===== config.mk =====
export PLATFORM = sky130hd
export DESIGN_NAME = vga_pat_sched
export DESIGN_NICKNAME = d
export VERILOG_FILES = /design/src/rtl/vga_pat_sched_pkg.sv /design/src/rtl/vga_frame_tick.sv /design/src/rtl/vga_pat_sched.sv
export SDC_FILE = /design/constraint.sdc
export NUM_CORES = 1
export LEC_CHECK = 0
export ABC_AREA = 1
export CELL_PAD_IN_SITES_DETAIL_PLACEMENT = 1
export CELL_PAD_IN_SITES_GLOBAL_PLACEMENT = 1
export CORE_MARGIN = 2
export CORE_UTILIZATION = 41
export CTS_BUF_LIST = sky130_fd_sc_hd__clkbuf_16
export DETAILED_ROUTE_END_ITERATION = 6
export PLACE_DENSITY_LB_ADDON = 0.1
export REMOVE_ABC_BUFFERS = 1
export SLEW_MARGIN = 0
export SYNTH_ARGS = -nofsm -noshare
export SYNTH_HDL_FRONTEND = slang
export SYNTH_HIERARCHICAL = 1
export SYNTH_SLANG_ARGS = --single-unit

===== constraint.sdc =====
create_clock -name clk -period 8.1 [get_ports clk]
set_input_delay 1.62 -clock clk [delete_from_list [all_inputs] [get_ports clk]]
set_output_delay 1.62 -clock clk [all_outputs]
set_load 0.05 [all_outputs]

===== src/rtl/vga_pat_sched_pkg.sv =====
// vga_pat_sched_pkg: register map, bit indices, FSM encoding and step helper
package vga_pat_sched_pkg;
  localparam logic [1:0] REG_CTRL   = 2'd0;
  localparam logic [1:0] REG_PAT    = 2'd1;
  localparam logic [1:0] REG_DWELL  = 2'd2;
  localparam logic [1:0] REG_STATUS = 2'd3;
  localparam int CTRL_AUTO_EN = 0;
  localparam int CTRL_IRQ_EN  = 1;
  localparam int CTRL_DIR     = 2;
  localparam int ST_PEND      = 0;
  localparam int ST_IRQF      = 1;
  localparam int ST_ERR       = 2;
  localparam int ST_FRAME_LSB = 8;
  typedef enum logic [1:0] {S_MANUAL = 2'd0, S_RUN = 2'd1, S_PAUSE = 2'd2} state_e;
  function automatic int unsigned pat_step(input int unsigned p, input logic dec, input int unsigned n);
    return dec ? ((p == 0) ? n - 1 : p - 1) : ((p >= n - 1) ? 0 : p + 1);
  endfunction
endpackage


===== src/rtl/vga_frame_tick.sv =====
// vga_frame_tick: vsync_n falling-edge detector and 8-bit wrapping frame counter
module vga_frame_tick (
  input  logic       clk,
  input  logic       reset_n,
  input  logic       vsync_n,
  output logic       tick,
  output logic [7:0] frame_cnt
);
  logic       vsync_d_q;
  logic [7:0] frame_cnt_q, frame_cnt_d;
  assign tick      = vsync_d_q & ~vsync_n;
  assign frame_cnt = frame_cnt_q;
  // count every frame boundary, wrapping naturally at 255
  always_comb frame_cnt_d = frame_cnt_q + {7'd0, tick};
  // vsync delay starts low so a low vsync at reset release gives no false tick
  always_ff @(posedge clk or negedge reset_n)
    if (!reset_n) begin
      vsync_d_q   <= 1'b0;
      frame_cnt_q <= 8'd0;
    end else begin
      vsync_d_q   <= vsync_n;
      frame_cnt_q <= frame_cnt_d;
    end
endmodule


===== src/rtl/vga_pat_sched.sv =====
// vga_pat_sched: frame-synchronous pattern-id scheduler; define VGA_PAT_SCHED_IRQ_EN to build the irq logic
module vga_pat_sched #(
  parameter int PAT_W     = 2,
  parameter int NUM_PAT   = 4,
  parameter int DWELL_W   = 16,
  parameter int DWELL_RST = 60
) (
  input  logic             clk,
  input  logic             reset_n,
  input  logic [1:0]       address,
  input  logic             chipselect,
  input  logic             write_n,
  input  logic [31:0]      writedata,
  output logic [31:0]      readdata,
  input  logic             vsync_n,
  input  logic             key_pulse,
  output logic [PAT_W-1:0] pat_id,
  output logic             irq
);
  import vga_pat_sched_pkg::*;
`ifdef VGA_PAT_SCHED_IRQ_EN
  localparam logic [2:0] CTRL_MASK = 3'b111;
`else
  localparam logic [2:0] CTRL_MASK = 3'b101;
`endif
  state_e             state_q, state_d;
  logic [2:0]         ctrl_q, ctrl_d;
  logic [DWELL_W-1:0] dwell_q, dwell_d, cnt_q, cnt_d, dwell_last;
  logic [PAT_W-1:0]   pat_q, pat_d, tgt_q, tgt_d, tgt_eff, step_pat;
  logic               pend_q, pend_d, key_q, key_d, err_q, err_d;
  logic               tick, bus_wr, pat_wr, st_wr, pat_ok, manual, run;
  logic               cpu_go, key_go, auto_go, irqf;
  logic [7:0]         frame_cnt;
  vga_frame_tick u_tick (
    .clk       (clk),
    .reset_n   (reset_n),
    .vsync_n   (vsync_n),
    .tick      (tick),
    .frame_cnt (frame_cnt)
  );
  assign bus_wr     = chipselect & ~write_n;
  assign pat_wr     = bus_wr & (address == REG_PAT);
  assign st_wr      = bus_wr & (address == REG_STATUS);
  assign pat_ok     = writedata < 32'(NUM_PAT);
  assign manual     = state_q == S_MANUAL;
  assign run        = (state_q == S_RUN) & ctrl_q[CTRL_AUTO_EN];
  assign tgt_eff    = (pat_wr & pat_ok) ? writedata[PAT_W-1:0] : tgt_q;
  assign dwell_last = (dwell_q == '0) ? '0 : dwell_q - 1'b1;
  assign step_pat   = PAT_W'(pat_step(32'(pat_q), ctrl_q[CTRL_DIR], NUM_PAT));
  assign cpu_go     = tick & (pend_q | (pat_wr & pat_ok));
  assign key_go     = tick & manual & (key_q | key_pulse);
  assign auto_go    = tick & run & (cnt_q >= dwell_last);
  assign pat_id     = pat_q;
  // next-state: register writes, tick arbitration CPU > key > auto, mode and pause control
  always_comb begin
    ctrl_d  = (bus_wr & (address == REG_CTRL)) ? (writedata[2:0] & CTRL_MASK) : ctrl_q;
    dwell_d = (bus_wr & (address == REG_DWELL)) ? writedata[DWELL_W-1:0] : dwell_q;
    tgt_d   = tgt_eff;
    pend_d  = cpu_go ? 1'b0 : (pend_q | (pat_wr & pat_ok));
    key_d   = (tick | ~manual) ? 1'b0 : (key_q | key_pulse);
    pat_d   = cpu_go ? tgt_eff : (key_go | auto_go) ? step_pat : pat_q;
    cnt_d   = (~ctrl_q[CTRL_AUTO_EN] | cpu_go | auto_go) ? '0 : (tick & run) ? cnt_q + 1'b1 : cnt_q;
    state_d = ~ctrl_q[CTRL_AUTO_EN] ? S_MANUAL : manual ? S_RUN :
              key_pulse ? ((state_q == S_RUN) ? S_PAUSE : S_RUN) : state_q;
    err_d   = (pat_wr & ~pat_ok) | (err_q & ~(st_wr & writedata[ST_ERR]));
  end
  // scheduler state registers
  always_ff @(posedge clk or negedge reset_n)
    if (!reset_n) begin
      state_q <= S_MANUAL;
      ctrl_q  <= 3'd0;
      dwell_q <= DWELL_W'(DWELL_RST);
      cnt_q   <= '0;
      pat_q   <= '0;
      tgt_q   <= '0;
      pend_q  <= 1'b0;
      key_q   <= 1'b0;
      err_q   <= 1'b0;
    end else begin
      state_q <= state_d;
      ctrl_q  <= ctrl_d;
      dwell_q <= dwell_d;
      cnt_q   <= cnt_d;
      pat_q   <= pat_d;
      tgt_q   <= tgt_d;
      pend_q  <= pend_d;
      key_q   <= key_d;
      err_q   <= err_d;
    end
`ifdef VGA_PAT_SCHED_IRQ_EN
  logic irqf_q, irqf_d;
  // flag any tick that changes pat_id; a same-cycle set beats the W1C clear
  always_comb irqf_d = (tick & (pat_d != pat_q)) | (irqf_q & ~(st_wr & writedata[ST_IRQF]));
  // interrupt flag register
  always_ff @(posedge clk or negedge reset_n)
    if (!reset_n) irqf_q <= 1'b0;
    else irqf_q <= irqf_d;
  assign irqf = irqf_q;
  assign irq  = irqf_q & ctrl_q[CTRL_IRQ_EN];
`else
  assign irqf = 1'b0;
  assign irq  = 1'b0;
`endif
  // combinational register read mux
  always_comb
    readdata = (address == REG_CTRL)  ? {29'd0, ctrl_q} :
               (address == REG_PAT)   ? 32'(pat_q) :
               (address == REG_DWELL) ? 32'(dwell_q) :
               {16'd0, frame_cnt, 5'd0, err_q, irqf, pend_q};
endmodule


Yosys cells after proc, flatten, opt, wreduce, memory -nomap -nowiden

Index checks and enable logic that the tools add are counted.

Register bits after elaboration: 52
Latch bits: 0
RAM bits: 0
ROM bits: 0
Bits of input ports: 40
Output and inout bits: 35
Word-level logic and storage cells: 77
Memories kept: 0

Add/sub/neg operators: 5
Multipliers: 0
Div/mod/pow operators: 0
Order comparisons: 3
Eq/ne operators: 5
Shifts and indexed selects: 0
Multiplexer cells: 18
Bitwise gates (word level): 29
Reductions and logical operators: 6

Operators by type and width:

| cell                  | number |
|---|---|
| $mux 16               | 4 |
| $mux 32               | 2 |
| $lt 32x3->1 const B   | 1 |
| $mux 2                | 10 |
| $add 16x1->16 const B | 1 |
| $and 1x1->1           | 16 |
| $ge 16x16->1          | 1 |
| $logic_not 16->1      | 1 |
| $sub 16x1->16 const B | 1 |
| $add 8x1->8           | 1 |
| $or 1x1->1            | 7 |
| $logic_not 2->1       | 3 |
| $not 1->1             | 6 |
| $eq 2x1->1 const B    | 2 |
| $eq 2x2->1 const B    | 2 |
| $reduce_bool 2->1     | 2 |
| $ne 3x2->1 const B    | 1 |
| $add 2x1->2 const B   | 1 |
| $ge 2x2->1 const B    | 1 |
| $mux 1                | 2 |
| $sub 2x1->2 const B   | 1 |

Logic depth before layout (Yosys ltp)

Gate-level depths: netlist (run 1).

Depth after elaboration: 9
Mapped depth: 19
Mapped depth without buffers: 19

By module

Netlist (run 1), hierarchy kept.

Modules (own cells, without submodules):

| module         | times used | cells an instance | area an instance (sq um) | seq. area each (sq um) |
|---|---|---|---|---|
| vga_pat_sched  | 1          | 509               | 3538.4                   | 1081.0 |
| vga_frame_tick | 1          | 40                | 380.4                    | 225.2 |

Worst setup path after synthesis (run 1)

OpenSTA, ideal clock, no wires.

Path kind: input-to-output
From: in address[1]
To: out readdata[15]
Arrival: 3040 ps
Data required time: 6480 ps
Setup slack: 3440 ps
Stages: 4
Buffers on the path: 0
Cell sequence: inv_2 nor2_1 inv_2 o21ai_0

Word-level cells in the longest chain between the ends: 4
Elaborated cells between the ends (all ways): 6
Those cells by class: eq/ne: 2; mux: 3; reduce/logical: 1

Ends and longest elaborated chain:

| element     | RTL line             | source |
|---|---|---|
| from (decl) | vga_pat_sched.sv:10  | `input logic [1:0] address,` |
| $eq 2x2->1  | vga_pat_sched.sv:108 | `(address == REG_DWELL) ? 32'(dwell_q) :` |
| $mux 16     | vga_pat_sched.sv:108 |  |
| $mux 32     | vga_pat_sched.sv:107 | `(address == REG_PAT) ? 32'(pat_q) :` |
| $mux 32 *   | vga_pat_sched.sv:106 | `readdata = (address == REG_CTRL) ? {29'd0, ctrl_q} :` |
| to (decl)   | vga_pat_sched.sv:14  | `output logic [31:0] readdata,` |

Every way passes the cells marked *; elsewhere a longest branch is shown, timed or not.

Worst setup path in the final report (run 1)

Ends and elaborated chain as after synthesis.

==> results of run 1 <==
[where the power goes]
part           leakage, nW  internal [mW]  total (mW)  switching, mW
sequential           0.668          0.303       0.356         0.0536
clock               0.0663          0.114       0.216          0.102
combinational         1.60          0.115       0.329          0.214
total                 2.34          0.532       0.901          0.369
[layout by cell type, fill, tap and decap left out, types with 4 or more instances in the layout]
master and instances:
clkbuf_16 5, o21ai_1 24, inv_1 69, xor2_1 18, nand3_1 61, nand2_1 117, ha_1 23, dfrtp_1 48
clkdlybuf4s50_1 56, inv_2 9, conb_1 17, nor2_2 5, a21oi_1 13, o21ai_0 11, nor2_1 58, dfstp_2 4
nand4_1 22
[stage by stage]
step / setup slack (ns) / util [%] / std cells / instance area, µm²
2_1_floorplan: 3.36 / - / 535 / 3790
3_3_place_gp: 2.47 / 49.0 / 722 / 4530
3_5_place_dp: 2.43 / 49.0 / 722 / 4530
4_1_cts: 2.41 / 50.5 / 729 / 4670
5_1_grt: 2.25 / 50.5 / 729 / 4670
6_report: 2.42 / 50.5 / 729 / 4670
[layout make-up]
type | count | area share, %
multi-input combinational | 404 | 46.9
tap | 129 | 3.46
clock inverter | 2 | 0.348
inverter | 79 | 6.35
sequential | 52 | 28.0
clock buffer | 5 | 2.68
timing repair buffer | 58 | 12.3
[worst max-delay path, cell delays in order]
cell,delay (ns)
clkdlybuf4s50_1,0.76
inv_2,0.09
nor2_1,0.34
inv_2,0.21
o21ai_0,0.21
clkdlybuf4s50_1,0.83
[path summary, 6_finish.rpt]
kind                                          from                     to  slack (ns)  cells after the start
setup / recovery                        address[1]           readdata[15]        2.42                      6
hold / removal                     err_q$_DFF_PN0_        err_q$_DFF_PN0_        0.51                      1
setup reg to reg           dwell_q[13]$_DFFE_PN0P_  pat_id[0]$_DFFE_PN0P_        4.73                     16
hold reg to reg                    err_q$_DFF_PN0_        err_q$_DFF_PN0_        0.51                      1
max in group asynchronous                  reset_n       pend_q$_DFF_PN0_        6.17                      2
min in group asynchronous                  reset_n   cnt_q[3]$_DFFE_PN0P_        1.46                      2
[registers in the layout, indices dropped and copies added (netlist names)]
signal / count
key_q: 1
pat_id: 2
cnt_q: 16
ctrl_q: 2
err_q: 1
tgt_q: 2
dwell_q: 16
pend_q: 1
u_tick/frame_cnt: 8
state_q: 2
u_tick/vsync_d_q: 1
[cells by family after synthesis]
family / synth area share (%)
AOI/OAI and AO/OA: 8.27
xor gates and xnor gates: 4.69
adders and majority gates: 7.34
buffers and inverters: 12.3
DFF: 33.3
other: 0.0957
and+or+nand+nor: 33.9
[metal layers]
| layer | track usage (%) | vias to the layer above |
|---|---|---|
| met5 | 0 | - |
| met4 | 4.05 | 0 |
| met3 | 3.38 | 9 |
| met2 | 39.5 | 83 |
| met1 | 27.2 | 1798 |
| li1 | - | 1836 |
==> results.ini, run 1 <==
[detailed_routing]
post_drt_via_cell_ratio=5.11
first_pass_iters=4
drc_errors=0
antenna_left=0
wl_met2_um=5250
drt-total-wl_um=10600
drtIter0Drc=124
wl_met3_um=473
detail_route.wl_per_cell_um=14.6
vias=3726
met1_length_um=4810
topRoutingLayerUsed=met4

[flow_run]
maxCapViolations=0

[sta]
finalHoldViolations=0
finalCritPeriodShare_pct=70.2
grt_setup_unrepaired=false
maxSlewHeadroom_pct=19.7
period_minus_slack_ns=5.68
report.final.slew_viol_count=0
hold_slack_ns=0.512
max_clock_freq_ghz=0.176
finClkSkew_ns=0.00840
worst-slew-pin-transition_ns=1.20
finalSetupViolations=0
finalSetupTns_ns=0

[synth]
ys_warn_count=6
synth_top_area_share_pct=30.7
synth_area_per_cell_um2=7.14
synth_flop_cell=dfrtp_1
synth.most_common_cell=nand2_1
synth_common_cells=nand2_1, inv_1, nand3_1, nor2_1, dfrtp_1
synth-seq-cells=52
ys_types=42
synthArstFlopShare_pct=100
synth_top_area_cell=dfrtp_1
syn_area_mm2=0.00392
synth_edf_count=0
syn_inst=549
synth_area_leaders=dfrtp_1, nand2_1, nand3_1
seq_area_frac_synth_pct=33.3

[setup_path]
required_ns=6.48
end_kind=output port
path_class=input pin to output port
cp_data_arrival_time_ns=4.06
critPathMaxFanout=14
crit_path_start_kind=input pin

[clocking]
postCtsHoldBufs=0
cts_made_buffers=5
cts_resized=0
clock_sinks=52
cts_buffer_depth=2
clk_latency_ns=0.29
htreeDepth=2
cts_tree=yes
postCtsSetupBuffers=0
path_clk_slew_ns=0.07
cts-root-buf=clkbuf_16

[finish]
insertedDiodeCount=0
drive_gt1_share_pct=7.17
multi_input_area_mm2=0.00219
nFillCells=1200
register_area_mm2=0.00131
syn2layout_area_growth_pct=19.1
nets=663

[outcome]
status=finished, final reports clean

[die]
die_h_um=102
start_util_pct=42.4
die-area_mm2=0.0104
die_w_um=102
core_area_mm2=0.00924
rows=35
io_pins=75

[grt]
grt_pass1_wl_um=18100
track_usage_pct=21.7
grt-ovfl-total=0
grt_antenna_before_repair=0
first_global_vias=3896
grt_start_max_net_pins=53

[placement]
dpl.hpwl_um=8320
portBuffers=57
gp_congestion=0.830

[pwr]
total_power_mw=0.901
powerDensity_mw_per_mm2=193
p_leak_nw=2.34
ir_drop_mv=0.110

[worst_hold_path]
hold_class=flip-flop to flip-flop

Power figures use the tool's default switching activity.
==> run 2: changes to the inputs <==
- CORE_UTILIZATION: 41 -> 34
- clock period: 8.1 -> 5.1 ns (I/O delays scaled with it)
==> results.ini, run 2 (synthesized netlist as in run 1, its figures left out) <==
[sta]
max_clock_freq_ghz=0.239
maxSlewHeadroom_pct=33.0  ; +13 points
report.final.slew_viol_count=0  ; unchanged
finalCritPeriodShare_pct=82.1
finalSetupViolations=0  ; unchanged
grt_setup_unrepaired=false
finalSetupTns_ns=0  ; unchanged
finalHoldViolations=0  ; unchanged
finClkSkew_ns=0.00653  ; -0.00187 ns
period_minus_slack_ns=4.19
worst-slew-pin-transition_ns=1.00  ; -0.202 ns

[finish]
syn2layout_area_growth_pct=20.9
final_util_pct=41.8  ; -8.7 points
final_cells=748  ; +2.6%
drive_gt1_share_pct=7.60  ; +0.44 points
final_common_cell=nand2_1
mostFrequentLayoutCells=nand2_1, inv_1, nand3_1, nor2_1, clkdlybuf4s50_1
insertedDiodeCount=0  ; unchanged
nets=667  ; +0.60%

[worst_hold_path]
hp-start=u_tick/frame_cnt[0]$_DFF_PN0_
hold_class=flip-flop to flip-flop
whs_endpoint=u_tick/frame_cnt[0]$_DFF_PN0_
hold_depth=1  ; unchanged

[setup_path]
cpPeakStageDelay_ns=0.83  ; about the same
rr_endpoint=pat_id[0]$_DFFE_PN0P_
reg2reg_slack_ns=1.74  ; -2.99 ns
cp_cell_sequence=clkdlybuf4s50_1, inv_2, nor2_1, inv_2, o21ai_0, clkdlybuf4s50_1
path_class=input pin to output port
end_kind=output port
timing.rr.start=dwell_q[13]$_DFFE_PN0P_
cp_data_arrival_time_ns=3.17  ; -0.89 ns
critPathMaxFanout=14  ; unchanged
crit_path_start_kind=input pin
required_ns=4.08  ; -2.40 ns
slowest_stage=clkdlybuf4s50_1
r2r_cells=16  ; unchanged

[die]
die_w_um=111  ; +9.4%
core_area_mm2=0.0113  ; +23%
die_h_um=111  ; +9.4%
io_pins=75  ; unchanged
rows=39  ; +11%
die-area_mm2=0.0124  ; +20%
start_util_pct=34.6  ; -7.8 points

[outcome]
status=finished, final reports clean

[detailed_routing]
wl_met3_um=402  ; -15%
drtIter0Drc=117  ; -5.6%
met1_length_um=5070  ; +5.4%
drc_errors=0  ; unchanged
antenna_left=0  ; unchanged
wl_met2_um=5170  ; -1.6%
topRoutingLayerUsed=met4
drt-total-wl_um=10700  ; +1.0%
first_pass_iters=4  ; unchanged
detail_route.wl_per_cell_um=14.4  ; -1.6%
vias=3634  ; -2.5%
post_drt_via_cell_ratio=4.86  ; -4.9%

[placement]
gp_congestion=0.802  ; -3.3%
dp_cells=740  ; +2.5%
portBuffers=57  ; unchanged
dpl.hpwl_um=8480  ; +1.9%

[grt]
grt_antenna_before_repair=0  ; unchanged
track_usage_pct=18.1  ; -3.7 points
grt-ovfl-total=0  ; unchanged
grt_start_max_net_pins=53  ; unchanged
grt_pass1_wl_um=18200  ; +0.54%
first_global_vias=3803  ; -2.4%

[clocking]
cts_made_buffers=5  ; unchanged
path_clk_slew_ns=0.07  ; about the same
htreeDepth=2  ; unchanged
cts_tree=yes
postCtsSetupBuffers=0  ; unchanged
cts_resized=0  ; unchanged
postCtsHoldBufs=0  ; unchanged
cts-root-buf=clkbuf_16
clock_sinks=52  ; unchanged
cts_buffer_depth=2  ; unchanged
clk_latency_ns=0.31  ; +0.02 ns

[pwr]
powerDensity_mw_per_mm2=312  ; +61%
total_power_mw=1.48  ; +64%
p_leak_nw=2.38  ; +1.7%
ir_drop_mv=0.171  ; +55%

[flow_run]
maxCapViolations=0  ; unchanged

-- run 2: report_power, final --
part | switching [mW] | internal, mW | leakage [nW]
clock | 0.162 | 0.229 | 0.0864
combinational | 0.338 | 0.186 | 1.62
sequential | 0.0808 | 0.481 | 0.668
-- run 2: stage by stage --
stage          cell area (µm²)  setup WS, ns  hold slack, ns
2_1_floorplan             3790          1.56           0.462
3_3_place_gp              4570         0.935           0.490
3_5_place_dp              4570         0.850           0.484
4_1_cts                   4740         0.847           0.501
5_1_grt                   4740         0.717           0.526
6_report                  4740         0.914           0.508
-- run 2: final cells by class --
type	count	area (µm²)
clock buffers	5	125
repair buffers	62	603
fillers	1444	6580
well taps	143	179
clock inverters	3	37.5
inverters	79	297
flip-flops and latches	52	1310
multi-input cells	404	2190
-- run 2: critical path: cells and delay by family --
family,cells,cell delay (ns)
buf+inv,4,1.60
compound gates,1,0.21
simple gates,1,0.34
-- run 2: routing by layer --
| metal | GRT usage, % | vias to the layer above |
|---|---|---|
| li1 | - | 1840 |
| met1 | 22.9 | 1725 |
| met2 | 31.6 | 59 |
| met3 | 3.86 | 10 |
| met4 | 4.20 | 0 |
| met5 | 0 | - |
-- run 2: worst max path at each step --
stage                     from            to  slack (ns)  cells after the start
floorplan           address[1]  readdata[15]        1.56                      4
global placement    address[1]  readdata[11]        0.93                      6
detailed placement  address[1]  readdata[11]        0.85                      6
CTS                 address[1]  readdata[11]        0.85                      6
global route        address[1]   readdata[8]        0.72                      6
finish              address[1]   readdata[8]        0.91                      6
